--- config.mk ---
export PLATFORM = sky130hd
export DESIGN_NAME = clarvi_byte_alu_flat
export DESIGN_NICKNAME = d
export VERILOG_FILES = /design/src/rtl/clarvi_byte_alu_pkg.sv /design/src/rtl/clarvi_byte_alu_if.sv /design/src/rtl/clarvi_byte_alu_slice.sv /design/src/rtl/clarvi_byte_alu.sv /design/src/flat_wrapper.sv
export SDC_FILE = /design/constraint.sdc
export NUM_CORES = 1
export LEC_CHECK = 0
export ABC_AREA = 1
export ABC_CLOCK_PERIOD_IN_PS = 5500
export BUFFER_PORTS_ARGS = -buffer_cell sky130_fd_sc_hd__buf_2
export CORE_UTILIZATION = 40
export DETAILED_ROUTE_END_ITERATION = 8
export PLACE_DENSITY = 0.75
export SYNTH_ARGS = -nofsm -noshare
export SYNTH_HDL_FRONTEND = slang
export SYNTH_SLANG_ARGS = --single-unit
--- constraint.sdc ---
create_clock -name clock -period 5.5 [get_ports clock]
set_clock_uncertainty 0.05 [all_clocks]
set_input_delay 0.275 -clock clock [delete_from_list [all_inputs] [get_ports clock]]
set_output_delay 0.275 -clock clock [all_outputs]
set_load 0.01 [all_outputs]
--- src/rtl/clarvi_byte_alu_pkg.sv ---
// Shared types for the byte-serial execute unit.
// Op encoding, FSM states and op-class helpers.
package clarvi_byte_alu_pkg;

  localparam int unsigned PARTS = 8;
  localparam logic [2:0] LAST_PART = 3'(PARTS - 1);

  typedef enum logic [2:0] {
    OP_ADD  = 3'd0,
    OP_SUB  = 3'd1,
    OP_AND  = 3'd2,
    OP_OR   = 3'd3,
    OP_XOR  = 3'd4,
    OP_SLT  = 3'd5,
    OP_SLTU = 3'd6
  } alu_op_t;

  typedef enum logic [1:0] {
    S_IDLE = 2'd0,
    S_RUN  = 2'd1,
    S_FIX  = 2'd2
  } state_t;

  function automatic logic is_cmp(alu_op_t op);
    return (op == OP_SLT) || (op == OP_SLTU);
  endfunction

  function automatic logic is_sub(alu_op_t op);
    return (op == OP_SUB) || is_cmp(op);
  endfunction

  function automatic logic is_valid(alu_op_t op);
    return op <= OP_SLTU;
  endfunction

endpackage

--- src/rtl/clarvi_byte_alu_if.sv ---
// Decoder request plus byte-sliced register-file ports.
// slave = execute unit, master = decoder/register file side.
interface clarvi_byte_alu_if;
  import clarvi_byte_alu_pkg::*;

  logic        start;
  alu_op_t     op;
  logic [4:0]  rs1;
  logic [4:0]  rs2;
  logic [4:0]  rd;
  logic        use_imm;
  logic [63:0] imm;
  logic        busy;
  logic        done;
  logic [2:0]  fetch_part;
  logic [4:0]  fetch_register_1;
  logic [4:0]  fetch_register_2;
  logic [7:0]  data_out_1;
  logic [7:0]  data_out_2;
  logic [2:0]  write_part;
  logic [4:0]  write_register;
  logic [7:0]  data_in;
  logic        write_enable;

  modport slave (
    input  start, op, rs1, rs2, rd,
    input  use_imm, imm,
    input  data_out_1, data_out_2,
    output busy, done, fetch_part,
    output fetch_register_1, fetch_register_2,
    output write_part, write_register,
    output data_in, write_enable
  );

  modport master (
    output start, op, rs1, rs2, rd,
    output use_imm, imm,
    output data_out_1, data_out_2,
    input  busy, done, fetch_part,
    input  fetch_register_1, fetch_register_2,
    input  write_part, write_register,
    input  data_in, write_enable
  );

endinterface

--- src/rtl/clarvi_byte_alu_slice.sv ---
// One byte of the datapath: adder with carry chain
// plus bitwise ops; sign bits feed the SLT decision.
module clarvi_byte_alu_slice
  import clarvi_byte_alu_pkg::*;
(
  input  logic [7:0] a_i,
  input  logic [7:0] b_i,
  input  logic       carry_i,
  input  alu_op_t    op_i,
  output logic [7:0] result_o,
  output logic       carry_o,
  output logic       a_sign_o,
  output logic       b_sign_o,
  output logic       sum_sign_o
);

  logic [7:0] bx;
  logic [8:0] sum;

  assign bx = is_sub(op_i) ? ~b_i : b_i;
  assign sum = {1'b0, a_i} + {1'b0, bx}
             + {8'd0, carry_i};

  assign carry_o    = sum[8];
  assign a_sign_o   = a_i[7];
  assign b_sign_o   = b_i[7];
  assign sum_sign_o = sum[7];

  always_comb begin
    result_o = sum[7:0];
    unique case (1'b1)
      op_i == OP_AND: result_o = a_i & b_i;
      op_i == OP_OR:  result_o = a_i | b_i;
      op_i == OP_XOR: result_o = a_i ^ b_i;
      default:        result_o = sum[7:0];
    endcase
  end

endmodule

--- src/rtl/clarvi_byte_alu.sv ---
// Byte-serial 64-bit execute unit: walks parts 0..7,
// writing each result byte straight into the register file.
module clarvi_byte_alu
  import clarvi_byte_alu_pkg::*;
(
  input  logic               clock,
  input  logic               reset,
  clarvi_byte_alu_if.slave   bus
);

  state_t      state_q;
  logic [2:0]  k_q;
  alu_op_t     op_q;
  logic [4:0]  rs1_q;
  logic [4:0]  rs2_q;
  logic [4:0]  rd_q;
  logic        use_imm_q;
  logic [63:0] imm_q;
  logic        carry_q;
  logic        lt_q;
  logic        done_q;

  logic [7:0] b_byte;
  logic [7:0] result;
  logic       carry_out;
  logic       a_sign;
  logic       b_sign;
  logic       sum_sign;
  logic       lt_d;

  assign b_byte = use_imm_q ? imm_q[{k_q, 3'b000} +: 8]
                            : bus.data_out_2;

  clarvi_byte_alu_slice u_slice (
    .a_i        (bus.data_out_1),
    .b_i        (b_byte),
    .carry_i    (carry_q),
    .op_i       (op_q),
    .result_o   (result),
    .carry_o    (carry_out),
    .a_sign_o   (a_sign),
    .b_sign_o   (b_sign),
    .sum_sign_o (sum_sign)
  );

  assign lt_d = (op_q == OP_SLTU) ? ~carry_out
              : (a_sign != b_sign) ? a_sign
              : sum_sign;

  always_ff @(posedge clock) begin
    if (reset) begin
      state_q   <= S_IDLE;
      k_q       <= '0;
      op_q      <= OP_ADD;
      rs1_q     <= '0;
      rs2_q     <= '0;
      rd_q      <= '0;
      use_imm_q <= 1'b0;
      imm_q     <= '0;
      carry_q   <= 1'b0;
      lt_q      <= 1'b0;
      done_q    <= 1'b0;
    end else begin
      done_q <= 1'b0;
      unique case (state_q)
        S_IDLE: begin
          if (bus.start) begin
            op_q      <= bus.op;
            rs1_q     <= bus.rs1;
            rs2_q     <= bus.rs2;
            rd_q      <= bus.rd;
            use_imm_q <= bus.use_imm;
            imm_q     <= bus.imm;
            k_q       <= '0;
            carry_q   <= is_sub(bus.op);
            state_q   <= S_RUN;
          end
        end
        S_RUN: begin
          carry_q <= carry_out;
          k_q     <= k_q + 3'd1;
          if (k_q == LAST_PART) begin
            lt_q <= lt_d;
            if (is_cmp(op_q)) begin
              state_q <= S_FIX;
            end else begin
              state_q <= S_IDLE;
              done_q  <= 1'b1;
            end
          end
        end
        S_FIX: begin
          state_q <= S_IDLE;
          done_q  <= 1'b1;
        end
        default: state_q <= S_IDLE;
      endcase
    end
  end

  // k_q wraps to 0 after part 7, so FIX writes part 0 as well
  assign bus.fetch_part       = k_q;
  assign bus.write_part       = k_q;
  assign bus.fetch_register_1 = rs1_q;
  assign bus.fetch_register_2 = rs2_q;
  assign bus.write_register   = rd_q;
  assign bus.busy             = state_q != S_IDLE;
  assign bus.done             = done_q;

  always_comb begin
    bus.write_enable = 1'b0;
    bus.data_in      = 8'd0;
    unique case (state_q)
      S_RUN: begin
        if (is_valid(op_q)) begin
          if (is_cmp(op_q)) begin
            bus.write_enable = k_q != 3'd0;
          end else begin
            bus.write_enable = 1'b1;
            bus.data_in      = result;
          end
        end
      end
      S_FIX: begin
        bus.write_enable = 1'b1;
        bus.data_in      = {7'd0, lt_q};
      end
      default: ;
    endcase
    // reset blocks the write of the edge that aborts
    if (reset || rd_q == 5'd0)
      bus.write_enable = 1'b0;
  end

endmodule

--- src/flat_wrapper.sv ---
// flat-port wrapper written by rule: the top's interface ports become plain ports
module clarvi_byte_alu_flat import clarvi_byte_alu_pkg::*;
  (clock, reset, bus_start, bus_op, bus_rs1, bus_rs2, bus_rd, bus_use_imm, bus_imm, bus_data_out_1, bus_data_out_2, bus_busy, bus_done, bus_fetch_part, bus_fetch_register_1, bus_fetch_register_2, bus_write_part, bus_write_register, bus_data_in, bus_write_enable);
  clarvi_byte_alu_if bus_i ();
  input  logic clock;
  input  logic reset;
  input wire logic [$bits(bus_i.start)-1:0] bus_start;
  input wire logic [$bits(bus_i.op)-1:0] bus_op;
  input wire logic [$bits(bus_i.rs1)-1:0] bus_rs1;
  input wire logic [$bits(bus_i.rs2)-1:0] bus_rs2;
  input wire logic [$bits(bus_i.rd)-1:0] bus_rd;
  input wire logic [$bits(bus_i.use_imm)-1:0] bus_use_imm;
  input wire logic [$bits(bus_i.imm)-1:0] bus_imm;
  input wire logic [$bits(bus_i.data_out_1)-1:0] bus_data_out_1;
  input wire logic [$bits(bus_i.data_out_2)-1:0] bus_data_out_2;
  output wire logic [$bits(bus_i.busy)-1:0] bus_busy;
  output wire logic [$bits(bus_i.done)-1:0] bus_done;
  output wire logic [$bits(bus_i.fetch_part)-1:0] bus_fetch_part;
  output wire logic [$bits(bus_i.fetch_register_1)-1:0] bus_fetch_register_1;
  output wire logic [$bits(bus_i.fetch_register_2)-1:0] bus_fetch_register_2;
  output wire logic [$bits(bus_i.write_part)-1:0] bus_write_part;
  output wire logic [$bits(bus_i.write_register)-1:0] bus_write_register;
  output wire logic [$bits(bus_i.data_in)-1:0] bus_data_in;
  output wire logic [$bits(bus_i.write_enable)-1:0] bus_write_enable;
  assign bus_i.start = bus_start;
  assign bus_i.op = bus_op;
  assign bus_i.rs1 = bus_rs1;
  assign bus_i.rs2 = bus_rs2;
  assign bus_i.rd = bus_rd;
  assign bus_i.use_imm = bus_use_imm;
  assign bus_i.imm = bus_imm;
  assign bus_i.data_out_1 = bus_data_out_1;
  assign bus_i.data_out_2 = bus_data_out_2;
  assign bus_busy = bus_i.busy;
  assign bus_done = bus_i.done;
  assign bus_fetch_part = bus_i.fetch_part;
  assign bus_fetch_register_1 = bus_i.fetch_register_1;
  assign bus_fetch_register_2 = bus_i.fetch_register_2;
  assign bus_write_part = bus_i.write_part;
  assign bus_write_register = bus_i.write_register;
  assign bus_data_in = bus_i.data_in;
  assign bus_write_enable = bus_i.write_enable;
  clarvi_byte_alu u_core (.clock(clock), .reset(reset), .bus(bus_i));
endmodule
### Word level (Yosys, flattened, before mapping)

Index checks and enable logic that the tools add are counted.
Widths: inputs -> output; s select.

| operators by class | value |
|---|---|
| $add $sub $neg | 3 |
| $lt $le $gt $ge | 1 |
| eq/ne operators | 15 |
| shift operators | 1 |
| multiplexer cells | 23 |
| bitwise logic cells | 5 |
| reduce and logical (&&, ||, !) cells | 14 |

Operators with widths:

| operator | number |
|---|---|
| $shiftx 64x7->8 | 1 |
| $mux 8 | 4 |
| $pmux 8 s3 | 1 |
| $eq 3x3->1 const B | 6 |
| $pmux 8 s2 | 1 |
| $add 8x8->9 | 1 |
| $add 9x1->9 | 1 |
| $and 8x8->8 | 1 |
| $mux 1 | 8 |
| $not 8->8 | 1 |
| $or 8x8->8 | 1 |
| $reduce_and 2->1 | 4 |
| $xor 8x8->8 | 1 |
| $eq 3x1->1 const B | 2 |
| $eq 3x2->1 const B | 2 |
| $mux 2 | 3 |
| $pmux 1 s2 | 3 |
| $pmux 3 s2 | 1 |
| $logic_not 5->1 | 1 |
| $logic_or 1x1->1 | 5 |
| $pmux 2 s2 | 1 |
| $reduce_bool 2->1 | 2 |
| $add 3x1->3 const B | 1 |
| $le 3x3->1 const B | 1 |
| other kinds (9) | 9 |

| word-level totals | value |
|---|---|
| register bits | 91 |
| bits of input ports | 102 |
| output and inout port bits | 32 |
| logic and storage cells | 73 |

### Depth between registers and ports, before layout

| logic depth | value |
|---|---|
| depth after elaboration | 10 |
| mapped depth | 19 |
| mapped depth without buffers | 18 |

### By module

From an unflattened synthesis, not the netlist that was laid out.

| second synthesis, totals | value |
|---|---|
| cell total of the unflattened synthesis | 776 |
| area, all modules | 5250.0 um^2 |

By module, submodules not included:

| module | instances | cells an instance | area each (um^2) | seq. area each (um^2) |
|---|---|---|---|---|
| clarvi_byte_alu | 1 | 615 | 4247.8 | 1821.7 |
| clarvi_byte_alu_slice | 1 | 161 | 1002.2 | 0.0 |

### Worst setup path after synthesis

No wires, ideal clock.

| path | value |
|---|---|
| path kind | flip-flop to output port |
| from | register u_core.k_q[1] (netlist: u_core.bus.fetch_part[1]) |
| to | output port bus_data_in[4] |
| arrival | 2564 ps |
| data required time | 5175 ps |
| path slack | 2611 ps |
| stages on the path, launching flop included | 16 |
| buffers on the path | 2 |
| path through | dfxtp_1 buf_4 buf_2 o21ai_0 o211ai_1 nand3_1 nand3_1 nand2_1 fa_1 fa_1 inv_1 nand3_1 nand2_1 or2_2 a21oi_1 nor2_1 |

| between the ends | value |
|---|---|
| longest elaborated chain between the ends | 10 |
| elaborated cells between the ends (all ways) | 13 |
| those cells by class | add/sub (2); shift (1); mux (6); bitwise (4) |

Ends and longest elaborated chain:

| element | line | text |
|---|---|---|
| from (decl) | clarvi_byte_alu.sv:12 | `logic [2:0] k_q;` |
| from (signal assigned) | clarvi_byte_alu.sv:81 | `k_q <= k_q + 3'd1;` |
| $shiftx 64x7->8 * | clarvi_byte_alu.sv:31 | `assign b_byte = use_imm_q ? imm_q[{k_q, 3'b000} +: 8]` |
| $mux 8 * | clarvi_byte_alu.sv:31 |  |
| $not 8->8 | clarvi_byte_alu_slice.sv:20 | `assign bx = is_sub(op_i) ? ~b_i : b_i;` |
| $mux 8 | clarvi_byte_alu_slice.sv:20 |  |
| $add 8x8->9 | clarvi_byte_alu_slice.sv:21 | `assign sum = {1'b0, a_i} + {1'b0, bx}` |
| $add 9x1->9 | clarvi_byte_alu_slice.sv:22 | `+ {8'd0, carry_i};` |
| $pmux 8 s3 * | clarvi_byte_alu_slice.sv:31 | `unique case (1'b1)` |
| $mux 8 * | clarvi_byte_alu.sv:116 | `if (is_cmp(op_q)) begin` |
| $mux 8 * | clarvi_byte_alu.sv:115 | `if (is_valid(op_q)) begin` |
| $pmux 8 s2 * | clarvi_byte_alu.sv:113 | `unique case (state_q)` |
| to (decl) | flat_wrapper.sv:23 | `output wire logic [$bits(bus_i.data_in)-1:0] bus_data_in;` |

Mark *: on every way between the ends. The rest lies on a longest branch, timed or not.

### Worst setup path after layout

| path | value |
|---|---|
| from | register u_core.k_q[0] (netlist: u_core.bus.fetch_part[0]) |
| to | output port bus_data_in[6] |

Same word-level chain as after synthesis.

==> impl_metrics.json <==
{
  "gp_congestion": 0.920,
  "wl_per_cell_um": 13.5,
  "synth_nets": 888,
  "syn_to_final_growth_pct": 18.8,
  "synthFlopType": "dfxtp_1",
  "syn_area_per_cell_um2": 6.85,
  "clock_latency_ps": 330,
  "ant_nets": 0,
  "drc_errors": 0,
  "synth_edf_count": 0,
  "grt_max_degree": 103,
  "cp-start-kind": "flip-flop",
  "grt_pass1_vias": 4689,
  "worst_path_largest_cell_delay_ps": 920,
  "die_area_um2": 13400,
  "cts_hold_buf": 0,
  "netlist_area_um2": 5170,
  "synth_seq_area_share_pct": 35.2,
  "post_cts_resized": 0,
  "synth.distinct_cells": 34,
  "die_y_um": 116,
  "fp.dieW_um": 116,
  "r2r-end": "u_core.lt_q$_SDFFE_PP0P_",
  "yosys-top-cells-area": "dfxtp_1 (35%), nor2_1 (13%), o21ai_0 (10%), ha_1 (7.0%), nand2_1 (6.7%)",
  "pin_count": 134,
  "drt-initial-drc-count": 422,
  "synth_warnings": 0,
  "rsz0062_at_grt": "false",
  "async_flop_share_pct": 0,
  "critPathSlowestCell": "dfxtp_2",
  "fin_hold_ws_ps": 128,
  "clk_pin_slew_ps": 60,
  "diodes": 0,
  "slew_headroom_pct": 26.2,
  "yosys-top-cells-count": "nor2_1 (175), o21ai_0 (104), nand2_1 (93)",
  "via_count": 5157,
  "detail_route.wirelength_mm": 14.0,
  "end_kind": "output port",
  "crit_buf_inv": 4,
  "fill_cells": 1337,
  "hold_viol_final": 0,
  "yosysMostFrequentCell": "nor2_1",
  "cts_tree": "done",
  "reg2reg_from": "u_core.bus.fetch_part[0]$_SDFFE_PP0P_",
  "fin_nets": 990,
  "period_share_pct": 75.7,
  "fin_crit_ps": 4160,
  "initial_core_util_pct": 41.0,
  "antenna_found_initial": 0,
  "critPathArrivalTime_ps": 3840,
  "hp-class": "in2reg",
  "viasPerCell": 4.99,
  "clock_sinks": 91,
  "globalRouteOverflowTotal": 0,
  "crit_top_cell": "nand3_1",
  "yosys.area.top_type": "dfxtp_1",
  "crit_required_ps": 5180,
  "max_slew.worst_pin.slew_ps": 1110,
  "cts-buffers-inserted": 9,
  "place_hpwl_mm": 10.4,
  "cts_root_buffer": "clkbuf_16",
  "outcome": "completed",
  "critPathKind": "reg2out",
  "drv_slew": 0,
  "grt_pass1_wl_mm": 22.5,
  "p_leak_nw": 2.94,
  "placementRows": 41,
  "firstDrtPassIters": 5,
  "peakVddDrop_v": 0.000192,
  "regToRegSetupSlack_ps": 1890,
  "finalSetupTns_ps": 0,
  "reg2reg_depth": 17,
  "yosysTopAreaCellShare_pct": 35.2,
  "hp-start": "bus_imm[26]",
  "io_buffers": 133,
  "synth_seq_cells": 91,
  "drv_cap": 0,
  "power.density_nw_per_um2": 293,
  "fp.coreArea_um2": 12600,
  "max_freq_mhz": 240,
  "holdPathEnd": "u_core.imm_q[26]$_SDFFE_PP0P_",
  "grtUsageTotal_pct": 21.4,
  "crit_fanout": 53,
  "crit_chain": "inv_2, o21ai_0, nand3_1, nand3_1, nand2_2, nand2_1, nand2_1, fa_1, fa_1, inv_1, nand4_1, nand3_1, nand2_1, nand3_1, nand3_1, inv_1, buf_2",
  "clockBufferDepth": 2,
  "htreeDepth": 3,
  "critical-path-top-delay-family": "flip-flops",
  "whs_path_depth": 3,
  "drive_gt1_share_pct": 22.6,
  "setup-violations-final": 0,
  "postCtsSetupBuffers": 0,
  "synthCells": 755
}
[worst max path at each step]
stage,from,endpoint,slack (ps),cells past startpoint
after floorplan,u_core.bus.fetch_part[1]$_SDFFE_PP0P_,bus_data_in[4],2610,15
after global placement,u_core.bus.fetch_part[0]$_SDFFE_PP0P_,bus_data_in[6],1810,17
final,u_core.bus.fetch_part[0]$_SDFFE_PP0P_,bus_data_in[6],1340,17
after detailed placement,u_core.bus.fetch_part[0]$_SDFFE_PP0P_,bus_data_in[6],1760,17
after global routing,u_core.bus.fetch_part[0]$_SDFFE_PP0P_,bus_data_in[6],1000,17
after CTS,u_core.bus.fetch_part[0]$_SDFFE_PP0P_,bus_data_in[6],1380,17
[cells in the final DEF, fill, tap and decap left out, types with 2 or more instances in the layout]
cell type | netlist | final
inv_1 | 58 | 57
nor2_1 | 175 | 175
nand3_1 | 31 | 31
nor2_2 | 2 | 2
buf_2 | 16 | 133
o21ai_1 | 16 | 16
clkinv_1 | 2 | 2
a31oi_1 | 2 | 2
nand2_2 | 9 | 10
nor3_1 | 3 | 3
clkbuf_16 | 0 | 9
a21oi_1 | 45 | 45
o211ai_2 | 12 | 12
o21ai_0 | 104 | 104
o211ai_1 | 8 | 8
nand4_1 | 3 | 3
fa_1 | 2 | 2
ha_1 | 29 | 29
or2_1 | 2 | 2
nand2_1 | 93 | 92
nand3_2 | 6 | 6
dfxtp_1 | 91 | 90
inv_2 | 10 | 11
inv_6 | 0 | 3
[tightest hold or removal path, stage by stage]
cell and delay [ps]:
buf_2 80, o21ai_1 60, nor2_1 70
[registers in the layout, summed over array words and instances (netlist names)]
name and count:
u_core.carry_q 1, u_core.bus.write_register 5, u_core.bus.fetch_part 3, u_core.op_q 3, u_core.imm_q 64, u_core.lt_q 1
u_core.state_q 2, u_core.use_imm_q 1, u_core.bus.fetch_register_2 5, u_core.bus.fetch_register_1 5, u_core.bus.done 1
[cell families after synthesis]
| group | after synthesis | share of synthesized area (%) |
|---|---|---|
| and+or+nand+nor | 328 | 26.5 |
| buffers and inverters | 114 | 9.58 |
| adders and majority gates | 31 | 7.79 |
| AOI/OAI and AO/OA | 191 | 20.9 |
| DFF | 91 | 35.2 |
[stage by stage]
| stage | setup slack, ps | instance area (um2) | total power [mW] | util [%] | cells |
|---|---|---|---|---|---|
| floorplan | 2610 | 5170 | 1.06 | - | 755 |
| global route | 1000 | 6150 | 1.91 | 48.7 | 1034 |
| CTS | 1380 | 6150 | 1.81 | 48.7 | 1034 |
| detailed placement | 1760 | 5840 | 1.19 | 46.3 | 1018 |
| finish | 1340 | 6150 | 1.80 | 48.7 | 1034 |
| global placement | 1810 | 5840 | 1.18 | 46.3 | 1018 |
[per-layer routing]
layer  part of all wire [%]  vias up  global-route usage (%)
li1                       -     2661                       -
met1                     47     2300                    29.5
met2                     46      182                    35.6
met3                    5.9       14                    2.67
met4                    1.7        0                    5.47
met5                      0        -                       0
[layout make-up]
cell class | instances | area (um2) | area share (%)
repair buffers | 134 | 673 | 11.0
flip-flops and latches | 91 | 1820 | 29.7
clock inverters | 6 | 70.1 | 1.14
inverters | 71 | 269 | 4.38
clock buffers | 10 | 239 | 3.89
well taps | 172 | 215 | 3.50
multi-input cells | 550 | 2860 | 46.5
[power by group]
group,total (mW),internal (mW),switching [mW]
logic,0.417,0.159,0.257
clock network,0.627,0.369,0.258
registers,0.759,0.716,0.0432
total,1.80,1.24,0.559
Power figures use the tool's default switching activity.
